===== src/rtl/control_pipe_hazard.sv =====
// ---------------------------------------------------------------------------
// control_pipe_hazard
//   Control-pipeline owner for the 5-stage RV32I core. Takes the decode-stage
//   control bundle, carries it through the E, M and W pipeline registers,
//   resolves branches/jumps in E, detects load-use hazards and drives the
//   stall, flush and forwarding selects for the datapath.
//
// Ports
//   clk, rst            rising-edge clock; asynchronous active-low reset
//   *D inputs           decode-stage control bundle and register addresses
//   zeroE, ltE          ALU flags for the instruction currently in E
//   ALUControlE, ALUSrcE, luiE   registered E-stage ALU controls
//   PCSrcE              00 PC+4, 01 PC+imm, 10 ALU result (jalr)
//   forwardAE/BE        00 regfile, 01 W result, 10 M ALU result
//   memWriteM           M-stage store enable
//   resultSrcW, regWriteW, rdW   W-stage writeback controls
//   stallF, stallD, flushD       front-end hazard controls
// ---------------------------------------------------------------------------
module control_pipe_hazard #(
    parameter int unsigned RA_W = 5
) (
    input  logic            clk,
    input  logic            rst,
    input  logic            regWriteD,
    input  logic [1:0]      resultSrcD,
    input  logic            memWriteD,
    input  logic [1:0]      jumpD,
    input  logic [2:0]      branchD,
    input  logic [2:0]      ALUControlD,
    input  logic            ALUSrcD,
    input  logic            luiD,
    input  logic [RA_W-1:0] rs1D,
    input  logic [RA_W-1:0] rs2D,
    input  logic [RA_W-1:0] rdD,
    input  logic            zeroE,
    input  logic            ltE,
    output logic [2:0]      ALUControlE,
    output logic            ALUSrcE,
    output logic            luiE,
    output logic [1:0]      PCSrcE,
    output logic [1:0]      forwardAE,
    output logic [1:0]      forwardBE,
    output logic            memWriteM,
    output logic [1:0]      resultSrcW,
    output logic            regWriteW,
    output logic [RA_W-1:0] rdW,
    output logic            stallF,
    output logic            stallD,
    output logic            flushD
);

    typedef enum logic [1:0] {
        JUMP_NONE = 2'b00,
        JUMP_JAL  = 2'b01,
        JUMP_JALR = 2'b10
    } jump_e;

    typedef enum logic [2:0] {
        BR_NONE = 3'b000,
        BR_BEQ  = 3'b001,
        BR_BNE  = 3'b010,
        BR_BLT  = 3'b011,
        BR_BGE  = 3'b100
    } branch_e;

    typedef enum logic [1:0] {
        RES_ALU  = 2'b00,
        RES_LOAD = 2'b01,
        RES_PC4  = 2'b10
    } res_e;

    typedef enum logic [1:0] {
        FWD_RF = 2'b00,
        FWD_W  = 2'b01,
        FWD_M  = 2'b10
    } fwd_e;

    typedef struct packed {
        logic            regWrite;
        logic [1:0]      resultSrc;
        logic            memWrite;
        logic [1:0]      jump;
        logic [2:0]      branch;
        logic [2:0]      aluCtrl;
        logic            aluSrc;
        logic            lui;
        logic [RA_W-1:0] rs1;
        logic [RA_W-1:0] rs2;
        logic [RA_W-1:0] rd;
    } ctrl_e_t;

    ctrl_e_t         e_q, e_d;

    logic            regWriteM_q;
    logic [1:0]      resultSrcM_q;
    logic            memWriteM_q;
    logic [RA_W-1:0] rdM_q;

    logic            regWriteW_q;
    logic [1:0]      resultSrcW_q;
    logic [RA_W-1:0] rdW_q;

    logic            takenE;
    logic            redirect;
    logic            lwStall;
    logic            flushE;

    // Branch resolution; undefined branch codes fall into default (not taken).
    always_comb begin
        takenE = 1'b0;
        case (e_q.branch)
            BR_BEQ:  takenE = zeroE;
            BR_BNE:  takenE = ~zeroE;
            BR_BLT:  takenE = ltE;
            BR_BGE:  takenE = ~ltE;
            default: takenE = 1'b0;
        endcase
    end

    always_comb begin
        PCSrcE = 2'b00;
        if (e_q.jump == JUMP_JALR)
            PCSrcE = 2'b10;
        else if ((e_q.jump == JUMP_JAL) || takenE)
            PCSrcE = 2'b01;
    end

    assign redirect = (PCSrcE != 2'b00);

    assign lwStall = (e_q.resultSrc == RES_LOAD) && (e_q.rd != '0) &&
                     ((e_q.rd == rs1D) || (e_q.rd == rs2D));

    // A redirect squashes the stalled instruction anyway, so it wins over the stall.
    assign stallF = lwStall & ~redirect;
    assign stallD = lwStall & ~redirect;
    assign flushD = redirect;
    assign flushE = lwStall | redirect;

    always_comb begin
        e_d.regWrite  = regWriteD;
        e_d.resultSrc = resultSrcD;
        e_d.memWrite  = memWriteD;
        e_d.jump      = jumpD;
        e_d.branch    = branchD;
        e_d.aluCtrl   = ALUControlD;
        e_d.aluSrc    = ALUSrcD;
        e_d.lui       = luiD;
        e_d.rs1       = rs1D;
        e_d.rs2       = rs2D;
        e_d.rd        = rdD;
        if (flushE)
            e_d = '0;
    end

    // Forwarding: M has priority over W; x0 never forwards.
    always_comb begin
        forwardAE = FWD_RF;
        if (regWriteM_q && (rdM_q != '0) && (rdM_q == e_q.rs1))
            forwardAE = FWD_M;
        else if (regWriteW_q && (rdW_q != '0) && (rdW_q == e_q.rs1))
            forwardAE = FWD_W;
    end

    always_comb begin
        forwardBE = FWD_RF;
        if (regWriteM_q && (rdM_q != '0) && (rdM_q == e_q.rs2))
            forwardBE = FWD_M;
        else if (regWriteW_q && (rdW_q != '0) && (rdW_q == e_q.rs2))
            forwardBE = FWD_W;
    end

    always_ff @(posedge clk or negedge rst) begin
        if (!rst) begin
            e_q          <= '0;
            regWriteM_q  <= 1'b0;
            resultSrcM_q <= '0;
            memWriteM_q  <= 1'b0;
            rdM_q        <= '0;
            regWriteW_q  <= 1'b0;
            resultSrcW_q <= '0;
            rdW_q        <= '0;
        end else begin
            e_q          <= e_d;
            regWriteM_q  <= e_q.regWrite;
            resultSrcM_q <= e_q.resultSrc;
            memWriteM_q  <= e_q.memWrite;
            rdM_q        <= e_q.rd;
            regWriteW_q  <= regWriteM_q;
            resultSrcW_q <= resultSrcM_q;
            rdW_q        <= rdM_q;
        end
    end

    assign ALUControlE = e_q.aluCtrl;
    assign ALUSrcE     = e_q.aluSrc;
    assign luiE        = e_q.lui;
    assign memWriteM   = memWriteM_q;
    assign resultSrcW  = resultSrcW_q;
    assign regWriteW   = regWriteW_q;
    assign rdW         = rdW_q;

endmodule

===== config.mk =====
export PLATFORM = sky130hd
export DESIGN_NAME = control_pipe_hazard
export DESIGN_NICKNAME = d
export VERILOG_FILES = /design/src/rtl/control_pipe_hazard.sv
export SDC_FILE = /design/constraint.sdc
export NUM_CORES = 1
export LEC_CHECK = 0
export CORE_ASPECT_RATIO = 1.75
export CORE_MARGIN = 2
export CORE_UTILIZATION = 29
export CTS_CLUSTER_SIZE = 25
export DETAILED_ROUTE_END_ITERATION = 16
export GPL_TIMING_DRIVEN = 1
export PLACE_DENSITY = 0.57
export SLEW_MARGIN = 10
export SYNTH_ARGS = -nofsm -noshare
export SYNTH_HDL_FRONTEND = slang
export SYNTH_SLANG_ARGS = --single-unit

===== constraint.sdc =====
create_clock -name clk -period 2 [get_ports clk]
set_clock_uncertainty 0.05 [all_clocks]
set_input_delay 0.3 -clock clk [delete_from_list [all_inputs] [get_ports clk]]
set_output_delay 0.3 -clock clk [all_outputs]
set_load 0.02 [all_outputs]

======== Yosys cells after proc, flatten, opt, wreduce, memory -nomap -nowiden ========
Index checks and enable logic that the tools add are counted.
word-level totals
  flip-flop bits (word level) ............. 46
  latch bits .............................. 0
  bits in writable memories ............... 0
  ROM bits ................................ 0
  input bits .............................. 33
  logic and storage cells ................. 58
  memories kept ........................... 0
cells by class
  add/subtract/negate cells ............... 0
  $mul .................................... 0
  div/mod/pow operators ................... 0
  magnitude comparators ................... 0
  eq/ne operators ......................... 13
  shift operators ......................... 0
  mux-type cells .......................... 8
  bitwise logic cells ..................... 5
  reductions and logical operators ........ 14
operators with widths
  kind                                                 count
  equality test 5 bit                                  6
  two-way mux 29 bit                                   1
  nonzero test 5 bit                                   3
  logical AND 1 bit                                    8
  equality test 3 x 2 -> 1 bit, second input constant  2
  two-way mux 2 bit                                    3
  equality test 2 x 1 -> 1 bit, second input constant  2
  case mux 1 bit (4 select lines)                      1
  equality test 3 x 1 -> 1 bit, second input constant  1
  equality test 3 bit, second input constant           1
  two-way mux 1 bit                                    3
  NOT 1 bit                                            3
  equality test 2 bit, second input constant           1
  logical OR 1 bit                                     2
  nonzero test 2 bit                                   1
  AND 1 bit                                            1
  bitwise OR 1 bit                                     1

======== Depth between registers and ports, before layout ========
Gate-level depths: netlist of run 1.
  depth after elaboration ................. 8
  mapped depth ............................ 6

======== Worst setup path after synthesis of run 1 ========
OpenSTA, ideal clock, no wires.
  path kind ............................... reg-to-output
  start point ............................. reg e_q[20] in the netlist's numbering
  end point ............................... out stallF
  arrival ................................. 1.747 ns
  data required time ...................... 1.650 ns
  slack ................................... -0.097 ns
  cell stages (with the launch flop) ...... 7
  cells stage by stage .................... dfrtp_1 > mux2_2 > a31oi_2 > buf_4 > nand2_1 > and3b_1 > buf_4
between the ends
  longest elaborated chain between the ends .. 8
  elaborated cells on any way between the ends .. 11
  classes of those cells .................. eq/ne: 4; mux: 3; bitwise: 2; reduce/logical: 2
RTL lines
  what                                               RTL line  text
  from (decl)                                        92        ctrl_e_t e_q, e_d;
  from (signal assigned)                             174       e_q <= '0;
  from (signal assigned)                             183       e_q <= e_d;
  equality test 3 bit, or another cell as far along  111       case (e_q.branch)
  case mux 1 bit (4 select lines) *                  111
  logical OR 1 bit *                                 124       else if ((e_q.jump == JUMP_JAL) || takenE)
  two-way mux 1 bit *                                124
  two-way mux 2 bit *                                122       if (e_q.jump == JUMP_JALR)
  nonzero test 2 bit *                               128       assign redirect = (PCSrcE != 2'b00);
  net flushD                                         49        output logic flushD
  NOT 1 bit *                                        --
  AND 1 bit *                                        --
  to (decl)                                          47        output logic stallF,
The timed path passes the listed nets; every way through them passes the cells marked *.

======== Final worst setup path of run 1 ========
  start point ............................. reg rdW_q[4], in the netlist rdW[4]
  end point ............................... out forwardBE[0]
between the ends
  longest elaborated chain between the ends .. 5
  elaborated cells on any way between the ends .. 6
  classes of those cells .................. eq/ne: 1; mux: 2; reduce/logical: 3
RTL lines
  what                    RTL line  text
  from (decl)             101       logic [RA_W-1:0] rdW_q;
  from (signal assigned)  190       rdW_q <= rdM_q;
  nonzero test 5 bit      168       else if (regWriteW_q && (rdW_q != '0) && (rdW_q == e_q.rs2))
  logical AND 1 bit       168
  logical AND 1 bit *     168
  two-way mux 1 bit *     168
  two-way mux 2 bit *     166       if (regWriteM_q && (rdM_q != '0) && (rdM_q == e_q.rs2))
  to (decl)               42        output logic [1:0] forwardBE,
Every way passes the cells marked *; elsewhere a longest branch is shown, timed or not.

==> run_results.csv, run 1 <==
group,metric,value,unit
die,design.portCount,56,
global_route,grt_max_degree,47,
critical_path,crit_path_end_kind,"output port",
outcome,status,"finished, violations left",
sta,finalCritPeriodShare,111,%
pwr,leakagePower,0.00141,µW
place,dp_slack,-0.717,ns
die,fp.dieH,114,µm
global_route,track_usage,14.3,%
critical_path,path_cells,"xor2_1, or4_4, nor4_4, buf_4",
place,place_congestion,0.763,
cts,numCtsBuffers,5,
cts,cts_tree,"yes",
routing,drt-total-wl,4820,µm
pwr,p_int,3570,µW
cts,root_buffer,"clkbuf_16",
logic_synthesis,synthArstFlopShare,100,%
critical_path,slowest_stage,"or4_4",
pwr,pwr-share-seq,29.3,%
sta,fin_crit,2.22,ns
die,core_area,0.00681,mm²
cells_and_area,final_cells,343,
global_route,grt_pass1_wl,8000,µm
pwr,p_clk_share,18.2,%
cells_and_area,drive_gt1_share,28.6,%
sta,worst_pin_slew,0.571,ns
cts,postCtsHoldBufs,0,
logic_synthesis,synth.most_common_cell,"dfrtp_1",
routing,drt_pass1_iterations,4,
logic_synthesis,syn_inst,182,
critical_path,slowest_delay,0.53,ns
logic_synthesis,synth_cell_types,26,
cells_and_area,num_antenna_cells,0,
pwr,power_density,1860,mW/mm²
die,die-area,0.00766,mm²
logic_synthesis,synth_warnings,0,
critical_path,start_kind,"register",
cells_and_area,fillers,675,
cells_and_area,final_area,0.00314,mm²
sta,slew_headroom,61.9,%
place,post_dp_cell_area,0.00284,mm²
logic_synthesis,yosysSeqAreaShare,57.1,%
logic_synthesis,netlist_area,0.00202,mm²
pwr,vdd_drop_max,0.973,mV
logic_synthesis,synth_nets,215,
die,rows,40,
pwr,pwr-share-comb,52.5,%
cts,clk_pin_slew,0.06,ns
die,initial_core_util,29.6,%
logic_synthesis,ys_ff_latch,46,
sta,fin_ws,-0.216,ns
logic_synthesis,yosysTopAreaCell,"dfrtp_1",
routing,vias_per_cell,4.66,
die,fp.dieW,67.0,µm
logic_synthesis,synthTopCellsByCount,"46 x dfrtp_1, 33 x nand3_1, 29 x a21oi_1",
place,hpwlAfterDp,3520,µm
sta,finalHoldViolCount,0,
routing,wire_per_inst,14.0,µm
place,numPortBuffers,55,
logic_synthesis,synth_area_leaders,"dfrtp_1 57%, nand3_1 8.2%, xnor2_1 7.4%",
sta,drv_slew,0,
critical_path,path_class,"register to output port",
global_route,antenna_found_initial,0,
routing,num_vias,1600,
logic_synthesis,syn_avg_cell_area,11.1,µm²
run,maxCapViolations,0,
global_route,grt-ovfl-total,0,
logic_synthesis,synth_edf_count,0,
pwr,net-switching-power,2270,µW
cts,cts.path.max_buffers,2,
cts,worstSkewPairLatency,0.29,ns
routing,drc_errors,0,
logic_synthesis,yosysTopAreaCellShare,57.1,%
pwr,switching_share,38.9,%
cells_and_area,multi_input_area,913,µm²
routing,drt_iter0_markers,12,
sta,rsz0062_at_grt,"yes",
sta,finalSetupViolCount,6,
critical_path,critPathMaxFanout,4,
cells_and_area,regArea,0.00116,mm²
cells_and_area,final_net_count,291,
critical_path,cp.arrival,1.87,ns
sta,setup_tns,-0.604,ns
cells_and_area,area_growth,55.8,%
routing,antenna_left,0,
outcome,violations,"negative setup slack",
place,dp.cells,332,
worst_hold_path,hold_path_class,"primary input to asynchronous set/reset pin",
global_route,first_global_vias,1633,
critical_path,required,1.65,ns
logic_synthesis,ys.flop_type,"dfrtp_1",
sta,fmax,451,MHz
cts,cts_sinks,46,
cts,htreeDepth,2,
-- worst max-delay path: cells and delay by family, from the launching register on --
kind                      cells  cell delay (ns)
buffers and inverters         1             0.18
xor gates and xnor gates      1             0.17
DFF                           1             0.43
and+or+nand+nor               2             0.81
-- area by class of cell --
cell class	instances	area share (%)
sequential	46	36.8
multi-input combinational	117	29.1
timing repair buffer	85	24.2
clock buffer	5	3.98
tap	84	3.35
clock inverter	3	2.19
inverter	3	0.359
-- per-stage QoR --
stage          total power (µW)  hold slack (ns)  utilization (%)
2_1_floorplan              3380          -0.0456                -
3_3_place_gp               4530            0.283             41.7
3_5_place_dp               4570            0.289             41.7
4_1_cts                    5810           0.0681             45.6
5_1_grt                    6260            0.102             46.1
6_report                   5830           0.0386             46.1
-- layer usage --
| layer | share of wire [%] | global-route usage [%] |
|---|---|---|
| met1 | 34 | 15.0 |
| met2 | 60 | 26.5 |
| met3 | 4.0 | 3.15 |
| met4 | 1.9 | 5.71 |
| met5 | 0 | 0 |
-- what timing repair did --
item | in CTS | in global routing
gates resized for setup | 57 | 5
pin swaps | 6 | 3
setup endpoints to repair | 8 | 8
buffers inserted | 1 | 2
-- worst paths after layout --
kind / from / endpoint / slack (ns) / depth (start not counted)
setup / recovery: rdW[4] / forwardBE[0] / -0.22 / 4
hold / removal: rst / resultSrcW[1] / 0.04 / 2
setup reg to reg: e_q[2] / e_q[9] / 0.35 / 6
hold reg to reg: resultSrcM_q[0] / resultSrcW[0] / 0.30 / 0
max in group asynchronous: rst / rdW[3] / 1.43 / 2
min in group clk: resultSrcM_q[0] / resultSrcW[0] / 0.30 / 0
-- power groups by stage --
stage          Clock, µW  Sequential (µW)  Combinational (µW)
2_1_floorplan          0             1820                1560
3_3_place_gp           0             1710                2830
3_5_place_dp           0             1720                2850
4_1_cts             1080             1720                3010
5_1_grt             1120             1770                3380
6_report            1060             1710                3060
-- cell usage in the layout (no fill, tap or decap), types with 5 or more instances in the layout --
cell	n
xor2_1	14
nand3_1	32
a21oi_1	29
dfrtp_1	42
xnor2_1	14
clkdlybuf4s50_1	44
buf_4	33
clkbuf_16	5
-- flip-flops by register name (all words and copies together), names as in the netlist --
register	cells
ALUControlE	3
ALUSrcE	1
e_q	24
luiE	1
memWriteM	1
rdM_q	5
rdW	5
regWriteM_q	1
regWriteW	1
resultSrcM_q	2
resultSrcW	2
-- cells by family after synthesis --
kind of cell,Yosys count,synth area share (%)
AOI/OAI and AO/OA,33,8.81
buffers and inverters,19,4.78
and+or+nand+nor,51,14.8
adders and majority gates,1,0.497
muxes,1,0.559
DFF,46,57.1
xor gates and xnor gates,31,13.5
(Power assumes the default switching activity.)
==> run 2, diff against run 1 <==
Settings changed: ABC_AREA set to 0, HOLD_SLACK_MARGIN set to 0.03, REMOVE_ABC_BUFFERS set to 1.
==> run_results.csv, run 2 (synthesized netlist as in run 1, its figures left out) <==
group,metric,value,unit
pwr,vdd_drop_max,1.16,mV
routing,num_vias,1646,
critical_path,startpoint,"rdW[3]",
sta,slew_headroom,69.5,%
die,core_area,0.00681,mm²
outcome,violations,"negative setup slack",
sta,fin_ws,-0.212,ns
sta,whs,0.297,ns
sta,worst_pin_slew,0.458,ns
place,dp.cells,336,
sta,rsz0062_at_grt,"yes",
global_route,grt_pass1_wl,8020,µm
cts,cts_sinks,46,
critical_path,reg2reg_from,"e_q[20]",
routing,antenna_left,0,
global_route,grt_max_degree,30,
sta,fmax,452,MHz
pwr,power.total,5550,µW
sta,drv_slew,0,
global_route,track_usage,14.1,%
die,initial_core_util,29.6,%
critical_path,path_class,"register to output port",
outcome,status,"finished, violations left",
worst_hold_path,min_from,"e_q[25]",
cts,cts.path.max_buffers,2,
cells_and_area,largest_reg_flops,24,
cells_and_area,final_cell_mix,"46 x dfrtp_1, 44 x clkdlybuf4s50_1, 32 x nand3_1, 32 x buf_4, 29 x a21oi_1",
critical_path,slowest_stage,"or4_4",
critical_path,crit_path_end_kind,"output port",
global_route,first_global_vias,1702,
die,die-area,0.00766,mm²
cts,htreeDepth,2,
cells_and_area,final_area,0.00310,mm²
sta,finalCritPeriodShare,111,%
cts,clk_pin_slew,0.06,ns
global_route,grt-ovfl-total,0,
cells_and_area,final_common_cell,"dfrtp_1",
cells_and_area,area_growth,53.8,%
critical_path,critPathMaxFanout,3,
pwr,leakagePower,0.00141,µW
die,fp.dieH,114,µm
critical_path,crit_family,"simple AND/OR/NAND/NOR gates",
worst_hold_path,hold_path_class,"register to register",
critical_path,path_buf_inv,2,
critical_path,required,1.65,ns
cts,cts_tree,"yes",
sta,fin_crit,2.21,ns
routing,wire_per_inst,14.0,µm
sta,finalSetupViolCount,7,
place,numPortBuffers,55,
place,place_congestion,0.700,
cells_and_area,largest_register,"e_q",
critical_path,slowest_delay,0.42,ns
die,design.portCount,56,
routing,drc_errors,0,
sta,finalHoldViolCount,0,
critical_path,cp.arrival,1.86,ns
cells_and_area,final_cells,347,
global_route,antenna_found_initial,0,
pwr,power_density,1790,mW/mm²
routing,drt_iter0_markers,13,
cells_and_area,num_antenna_cells,0,
cells_and_area,final_net_count,296,
cells_and_area,drive_gt1_share,27.4,%
die,fp.dieW,67.0,µm
run,maxCapViolations,0,
place,hpwlAfterDp,3550,µm
die,rows,40,
critical_path,path_cells,"buf_6, xor2_2, or4_4, nor4_2, buf_4",
routing,drt-total-wl,4860,µm
routing,vias_per_cell,4.74,
cts,numCtsBuffers,5,
critical_path,start_kind,"register",
place,dp_slack,-0.709,ns
place,post_dp_cell_area,0.00283,mm²
cts,root_buffer,"clkbuf_16",
cts,worstSkewPairLatency,0.28,ns
routing,drt_pass1_iterations,4,
## run 2: changes by cell type in the layout (fill, tap and decap cells not counted), sizes merged
cell / delta
clkinv: +1
buf: +4
dlygate4sd3: +1
bufinv: -2
## run 2: worst register-to-register path, stage by stage, from the launching register on
cell	delay [ns]
dfrtp_1	0.42
buf_6	0.13
mux2_4	0.26
a31oi_4	0.21
buf_6	0.14
buf_4	0.29
nand3_1	0.12
a21oi_1	0.14
## run 2: through the flow
stage | TNS [ns] | utilization, %
2_1_floorplan | -19.31 | -
6_report | -0.972 | 45.5
3_3_place_gp | -7.45 | 41.6
4_1_cts | -0.941 | 44.7
5_1_grt | -1.37 | 45.5
3_5_place_dp | -8.11 | 41.6
## run 2: layout make-up
cell class	instances	area, µm²
Clock inverter	2	10.0
Clock buffer	5	125
Fill cell	702	3710
Tap cell	84	105
Multi-Input combinational cell	117	883
Inverter	3	11.3
Sequential cell	46	1150
Timing Repair Buffer	90	813
## run 2: final timing paths
check                               endpoint  slack [ns]  depth (start not counted)
worst min-delay path               memWriteM        0.30                          0
worst max register to register       e_q[11]        0.16                          7
worst min register to register     memWriteM        0.30                          0
max in group asynchronous            e_q[20]        0.86                          3
worst max-delay path            forwardBE[0]       -0.21                          5
min in group asynchronous             e_q[0]        0.45                          2
## run 2: metal layers
layer  wire length, µm  share of wire [%]  track usage, %  vias up
met4                61                1.3            4.90        0
met3               205                4.2            2.16        4
met1              1660                 34            14.5      811
met2              2930                 60            27.3       49
met5                 0                  0               0        -
li1                  -                  -               -      782
## run 2: timing repair
action | 4_1_cts | 5_1_grt
gates resized for setup | 59 | 10
setup endpoints to repair | 8 | 21
hold buffers | 1 | 0
pin swaps | 8 | 6
buffers inserted | 2 | 3
endpoints found under the hold margin | 18 | 0
## run 2: where the power goes
| part | total [µW] | internal [µW] | switching, µW |
|---|---|---|---|
| combinational | 3070 | 1520 | 1550 |
| sequential | 1710 | 1370 | 335 |
| clock | 772 | 451 | 321 |
==> run 3, diff against run 2 <==
Clock period 2 ns to 2.9 ns, I/O delays scaled along.
==> run_results.csv, run 3 (synthesized netlist as in run 1, its figures left out) <==
group,metric,value,unit
sta,finalCritPeriodShare,93.8,%
routing,highest_layer,"met4",
routing,num_vias,1500,
cells_and_area,largest_reg_flops,24,
worst_hold_path,hold_path_class,"primary input to asynchronous set/reset pin",
sta,drv_slew,0,
sta,worst_pin_slew,1.02,ns
routing,met2_length,2540,µm
place,post_dp_cell_area,0.00265,mm²
sta,slew_headroom,31.7,%
critical_path,slowest_delay,0.53,ns
die,initial_core_util,29.6,%
cells_and_area,final_cell_mix,"49 x clkdlybuf4s50_1, 46 x dfrtp_1, 33 x nand3_1",
cts,cts.path.max_buffers,2,
critical_path,startpoint,"zeroE",
sta,whs,0.277,ns
critical_path,crit_family,"buffers and inverters",
pwr,leakagePower,0.00128,µW
sta,finalSetupViolCount,0,
cells_and_area,largest_register,"e_q",
global_route,grt_pass1_wl,7700,µm
critical_path,r2r_cells,5,
critical_path,cp.depth,6,
cells_and_area,drive_gt1_share,11.0,%
pwr,vdd_drop_max,0.730,mV
die,fp.dieW,67.0,µm
routing,wl_met3,231,µm
die,design.portCount,56,
critical_path,slowest_stage,"clkdlybuf4s50_1",
cts,worstSkewPairLatency,0.29,ns
critical_path,r2r_end,"e_q[3]",
routing,vias_per_cell,4.69,
cts,postCtsHoldBufs,0,
routing,drt-total-wl,4640,µm
cts,numCtsBuffers,5,
cells_and_area,area_growth,40.1,%
cells_and_area,final_area,0.00282,mm²
die,core_area,0.00681,mm²
critical_path,crit_path_end,"flushD",
place,hpwlAfterDp,3320,µm
critical_path,reg2reg_setup_slack,1.13,ns
routing,drt_pass1_iterations,4,
pwr,power_density,1220,mW/mm²
critical_path,cp_common_cell,"clkdlybuf4s50_1",
global_route,grt_max_degree,47,
outcome,status,"complete, no violations",
global_route,track_usage,13.5,%
cells_and_area,regArea,0.00115,mm²
cells_and_area,final_common_cell,"clkdlybuf4s50_1",
critical_path,path_cells,"clkdlybuf4s50_1, mux2_2, a31oi_4, nand2_1, buf_4, clkdlybuf4s50_1",
critical_path,cp.arrival,2.23,ns
cells_and_area,fillers,702,
routing,drc_errors,0,
sta,fin_crit,2.72,ns
cts,clk_pin_slew,0.06,ns
global_route,antenna_found_initial,0,
sta,setup_tns,0,ns
cells_and_area,final_net_count,268,
place,numPortBuffers,55,
critical_path,reg2reg_from,"e_q[1]",
place,place_congestion,0.782,
global_route,grt-ovfl-total,0,
sta,rsz0062_at_grt,"no",
cells_and_area,multi_input_area,811,µm²
critical_path,path_buf_inv,3,
critical_path,critPathMaxFanout,3,
sta,finalHoldViolCount,0,
cts,htreeDepth,2,
critical_path,required,2.41,ns
run,maxCapViolations,0,
routing,wire_per_inst,14.5,µm
global_route,first_global_vias,1568,
sta,fin_ws,0.181,ns
cts,root_buffer,"clkbuf_16",
sta,fmax,368,MHz
cts,cts_sinks,46,
cells_and_area,num_antenna_cells,0,
routing,wl_met1,1730,µm
critical_path,crit_path_end_kind,"output port",
place,dp_slack,-0.0894,ns
routing,drt_iter0_markers,30,
cells_and_area,fin_util,41.5,%
die,die-area,0.00766,mm²
critical_path,path_class,"primary input to output port",
cts,cts_tree,"yes",
routing,antenna_left,0,
die,rows,40,
die,fp.dieH,114,µm
critical_path,start_kind,"primary input",
==> run 3: routing by layer <==
| metal | up-vias | GRT usage, % |
|---|---|---|
| li1 | 729 | - |
| met1 | 717 | 14.9 |
| met2 | 42 | 23.4 |
| met3 | 12 | 3.24 |
| met4 | 0 | 6.80 |
| met5 | - | 0 |
==> run 3: how the worst min path moves through the flow <==
stage             from             end  slack [ns]
2_1_floorplan      rst  ALUControlE[0]        0.09
3_3_place_gp   e_q[28]     regWriteM_q        0.28
3_5_place_dp   e_q[25]       memWriteM        0.29
4_1_cts        e_q[28]     regWriteM_q        0.30
5_1_grt        e_q[28]     regWriteM_q        0.31
6_report           rst   resultSrcW[0]        0.28
==> run 3: stage by stage <==
step | cells | total power [µW]
after floorplan | 166 | 2160
after global placement | 312 | 2890
after detailed placement | 312 | 2910
after CTS | 320 | 3500
after global routing | 320 | 3710
final | 320 | 3440
==> run 3: final cells by class <==
cell class                 instances  area share [%]
clock buffer                       5            4.43
clock inverter                     3           0.753
inverter                           3           0.399
multi-input combinational        117            28.7
sequential                        46            40.8
tap                               84            3.72
timing repair buffer              62            21.2
==> run 3: what timing repair did <==
| item | 4_1_cts | 5_1_grt |
|---|---|---|
| endpoints found under the setup margin | 3 | 2 |
| resized for setup | 6 | 2 |
| buffers inserted | 0 | 0 |
==> run 3: worst register-to-register path, stage by stage, from the launching register on <==
cell and delay [ns]:
dfrtp_1 0.43, or4_1 0.57, nor2_1 0.14, nor3b_2 0.08, buf_4 0.23, a21oi_1 0.20
==> run 3: where the power goes <==
group / leakage (µW) / switching (µW) / internal [µW]
clock: 0.0000698 / 243 / 319
combinational: 0.000612 / 890 / 779
sequential: 0.000595 / 266 / 945
total: 0.00128 / 1400 / 2040
==> variant: new RTL, config.mk and constraints of run 3 <==
`RA_W`: 5 -> 6.
--- a/src/rtl/control_pipe_hazard.sv
+++ b/src/rtl/control_pipe_hazard.sv
@@ -18,5 +18,5 @@
 // ---------------------------------------------------------------------------
 module control_pipe_hazard #(
-    parameter int unsigned RA_W = 5
+    parameter int unsigned RA_W = 6
 ) (
     input  logic            clk,
Ports: changed (resized rdD, rdW, rs1D and rs2D); port bits go from 56 to 60. The function was not compared with the original's and may differ.
==> variant against run 3 <==
  * Cell count increased by 8.4%
  * Worst setup slack improved by 0.010 ns
  * Routed wire length increased by 10%
  * Largest power group unchanged
  * Total power increased by 6.6%
  * Largest cell class unchanged
  * Via count increased by 15%
  * Highest routed layer unchanged
  * Area after synthesis increased by 10%
  * First-iteration DRC count decreased by 37%
  * Sequential cell count increased by 5
  * Cell area increased by 8.9%
  * Worst hold slack improved by 0.022 ns
==> variant: results (changes against run 3) <==
Synth
  – Sequential share of the synthesized area: 57.43% (+0.33 points)
  – Synth cell count leaders: 51 x dfrtp_1, 32 x a21oi_1, 32 x nand3_1, 21 x xnor2_1, 16 x xor2_1
  – Post-synthesis cell type count: 25 (-3.8%)
  – Top post-synthesis cells by area: dfrtp_1 57%, xnor2_1 8.3%, a21oi_1 7.2%

Layout
  – Fillers: 752 (+7.1%)
  – Layout net count: 294 (+9.7%)
  – Share of cells above drive strength 1: 9.266% (-1.8 points)
  – Number of flip-flops in the largest register: 27 (+13%)

Placed design
  – Final RePlAce weighted congestion: 0.7834 (+0.19%)
  – IO buf count: 59 (+7.3%)
  – Dpl hpwl: 3744 um (+13%)

Critical path
  – Crit path largest cell delay: 0.56 ns (+0.03 ns)
  – Crit-path slowest cell: or4_1
  – Worst EP arrival: between 2 and 2.5 ns
  – CP max FO: 4 (+1)
  – Top delay family on crit path: simple AND/OR/NAND/NOR gates
  – CP startpoint: rdM_q[0]$_DFF_PN0_
  – RR Startpoint: e_q[2]$_DFF_PN0_

Power
  – Max IR drop VDD: 682.8 uV (-6.5%)
  – Sw Ratio: 40.31% (-0.34 points)
  – Tot Pwr: 3.670 mW (+6.6%)
  – Leakage power: 1.362 nW (+6.7%)
  – Clock group power: 0.592 mW (+5.3%)
  – Part of the power in registers: 36.6% (+1.4 points)

Route
  – 1st-iter DRT viols: 19 (-37%)
  – Met1 WL: 1861 um (+7.5%)
  – DR WL met2: 2755 um (+8.6%)
  – Drt first pass iters: 3 (-1)
  – Total wire length: 5111 um (+10%)
  – Avg Vias per Cell: 4.971 (+6.1%)
  – Met3 WL: 268 um (+16%)

Status
  – Status: finished, final reports clean

Clocking
  – Clk_lat worst skew: 0.28 ns

Worst hold path
  – Hold Crit Start: e_q[31]$_DFF_PN0_
  – Worst hold path type: reg2reg

STA
  – Worst-Margin Slew: 0.5586 ns (-0.4655 ns)

Global routing
  – Vias in the first global route: 1795 (+14%)
  – Total track usage: 13.23% (-0.29 points)
variant: cell types whose count changed in the layout (fill, tap and decap cells not counted), moves of 2 or more:
cell,change
a21oi_1,+3
nand4_1,+4
xor2_1,+2
dfrtp_1,+5
nor4_2,-2
clkdlybuf4s50_1,+4
o311ai_0,+2
xnor2_1,+4
nor4_1,+4
variant: worst reg2reg max path, cell delays in order, from the launching register on:
cell and delay (ns):
dfrtp_1 0.44, or4_1 0.60, nor3_1 0.23, nor3b_2 0.09
buf_4 0.25, a21oi_1 0.21
variant: worst paths after layout:
| check | endpoint | slack (ns) | depth (start not counted) |
|---|---|---|---|
| max | forwardAE[0] | 0.19 | 5 |
| min | regWriteM_q$_DFF_PN0_ | 0.30 | 0 |
| max reg2reg | e_q[3]$_DFF_PN0_ | 0.96 | 5 |
| min reg2reg | regWriteM_q$_DFF_PN0_ | 0.30 | 0 |
| max in group asynchronous | luiE$_DFF_PN0_ | 1.59 | 3 |
| min in group asynchronous | memWriteM$_DFF_PN0_ | 0.45 | 2 |
variant: stage by stage:
step	hold WS (ns)	util [%]	setup slack, ns	std cells	instance area (sq um)
floorplan	0.08941	-	-0.4887	184	2142
global placement	0.2097	38.71	-0.04583	338	2909
detailed placement	0.2147	38.71	-0.07899	338	2909
CTS	0.3002	40.93	0.03137	347	3075
global route	0.3080	40.93	0.005584	347	3075
finish	0.2985	40.93	0.1914	347	3075
variant: final cells by class:
| class | count | area (sq um) | area share (%) |
|---|---|---|---|
| Inverter | 3 | 11.26 | 0.3662 |
| Timing Repair Buffer | 67 | 643.1 | 20.91 |
| Multi-Input combinational cell | 130 | 879.6 | 28.60 |
| Sequential cell | 51 | 1276 | 41.50 |
| Tap cell | 88 | 110.1 | 3.580 |
| Clock inverter | 2 | 16.27 | 0.5289 |
| Clock buffer | 6 | 138.9 | 4.516 |
variant: logic make-up (layout without fill, tap and decap cells):
kind of cell / Yosys count / in the layout / share of synthesized area [%]
AO/OA/AOI/OAI: 37 / 37 / 9.403
adder cells (fa/ha/maj): 1 / 1 / 0.4505
AND/OR/NAND/NOR: 54 / 54 / 13.51
flip-flops: 51 / 51 / 57.43
multiplexers: 1 / 1 / 0.5067
buffers and inverters: 19 / 78 / 4.110
XOR/XNOR: 37 / 37 / 14.58
variant: timing repair:
action	in CTS	in global routing
setup endpoints to repair	5	3
setup buffers	0	0
resized for setup	5	5
hold buffers	1	0
endpoints found under the hold margin	5	0
variant: routing by layer:
layer  global-route usage (%)  up-vias
met5                        0        -
li1                         -      811
met2                    23.57       51
met1                    13.61      849
met3                    3.694       14
met4                    7.572        0
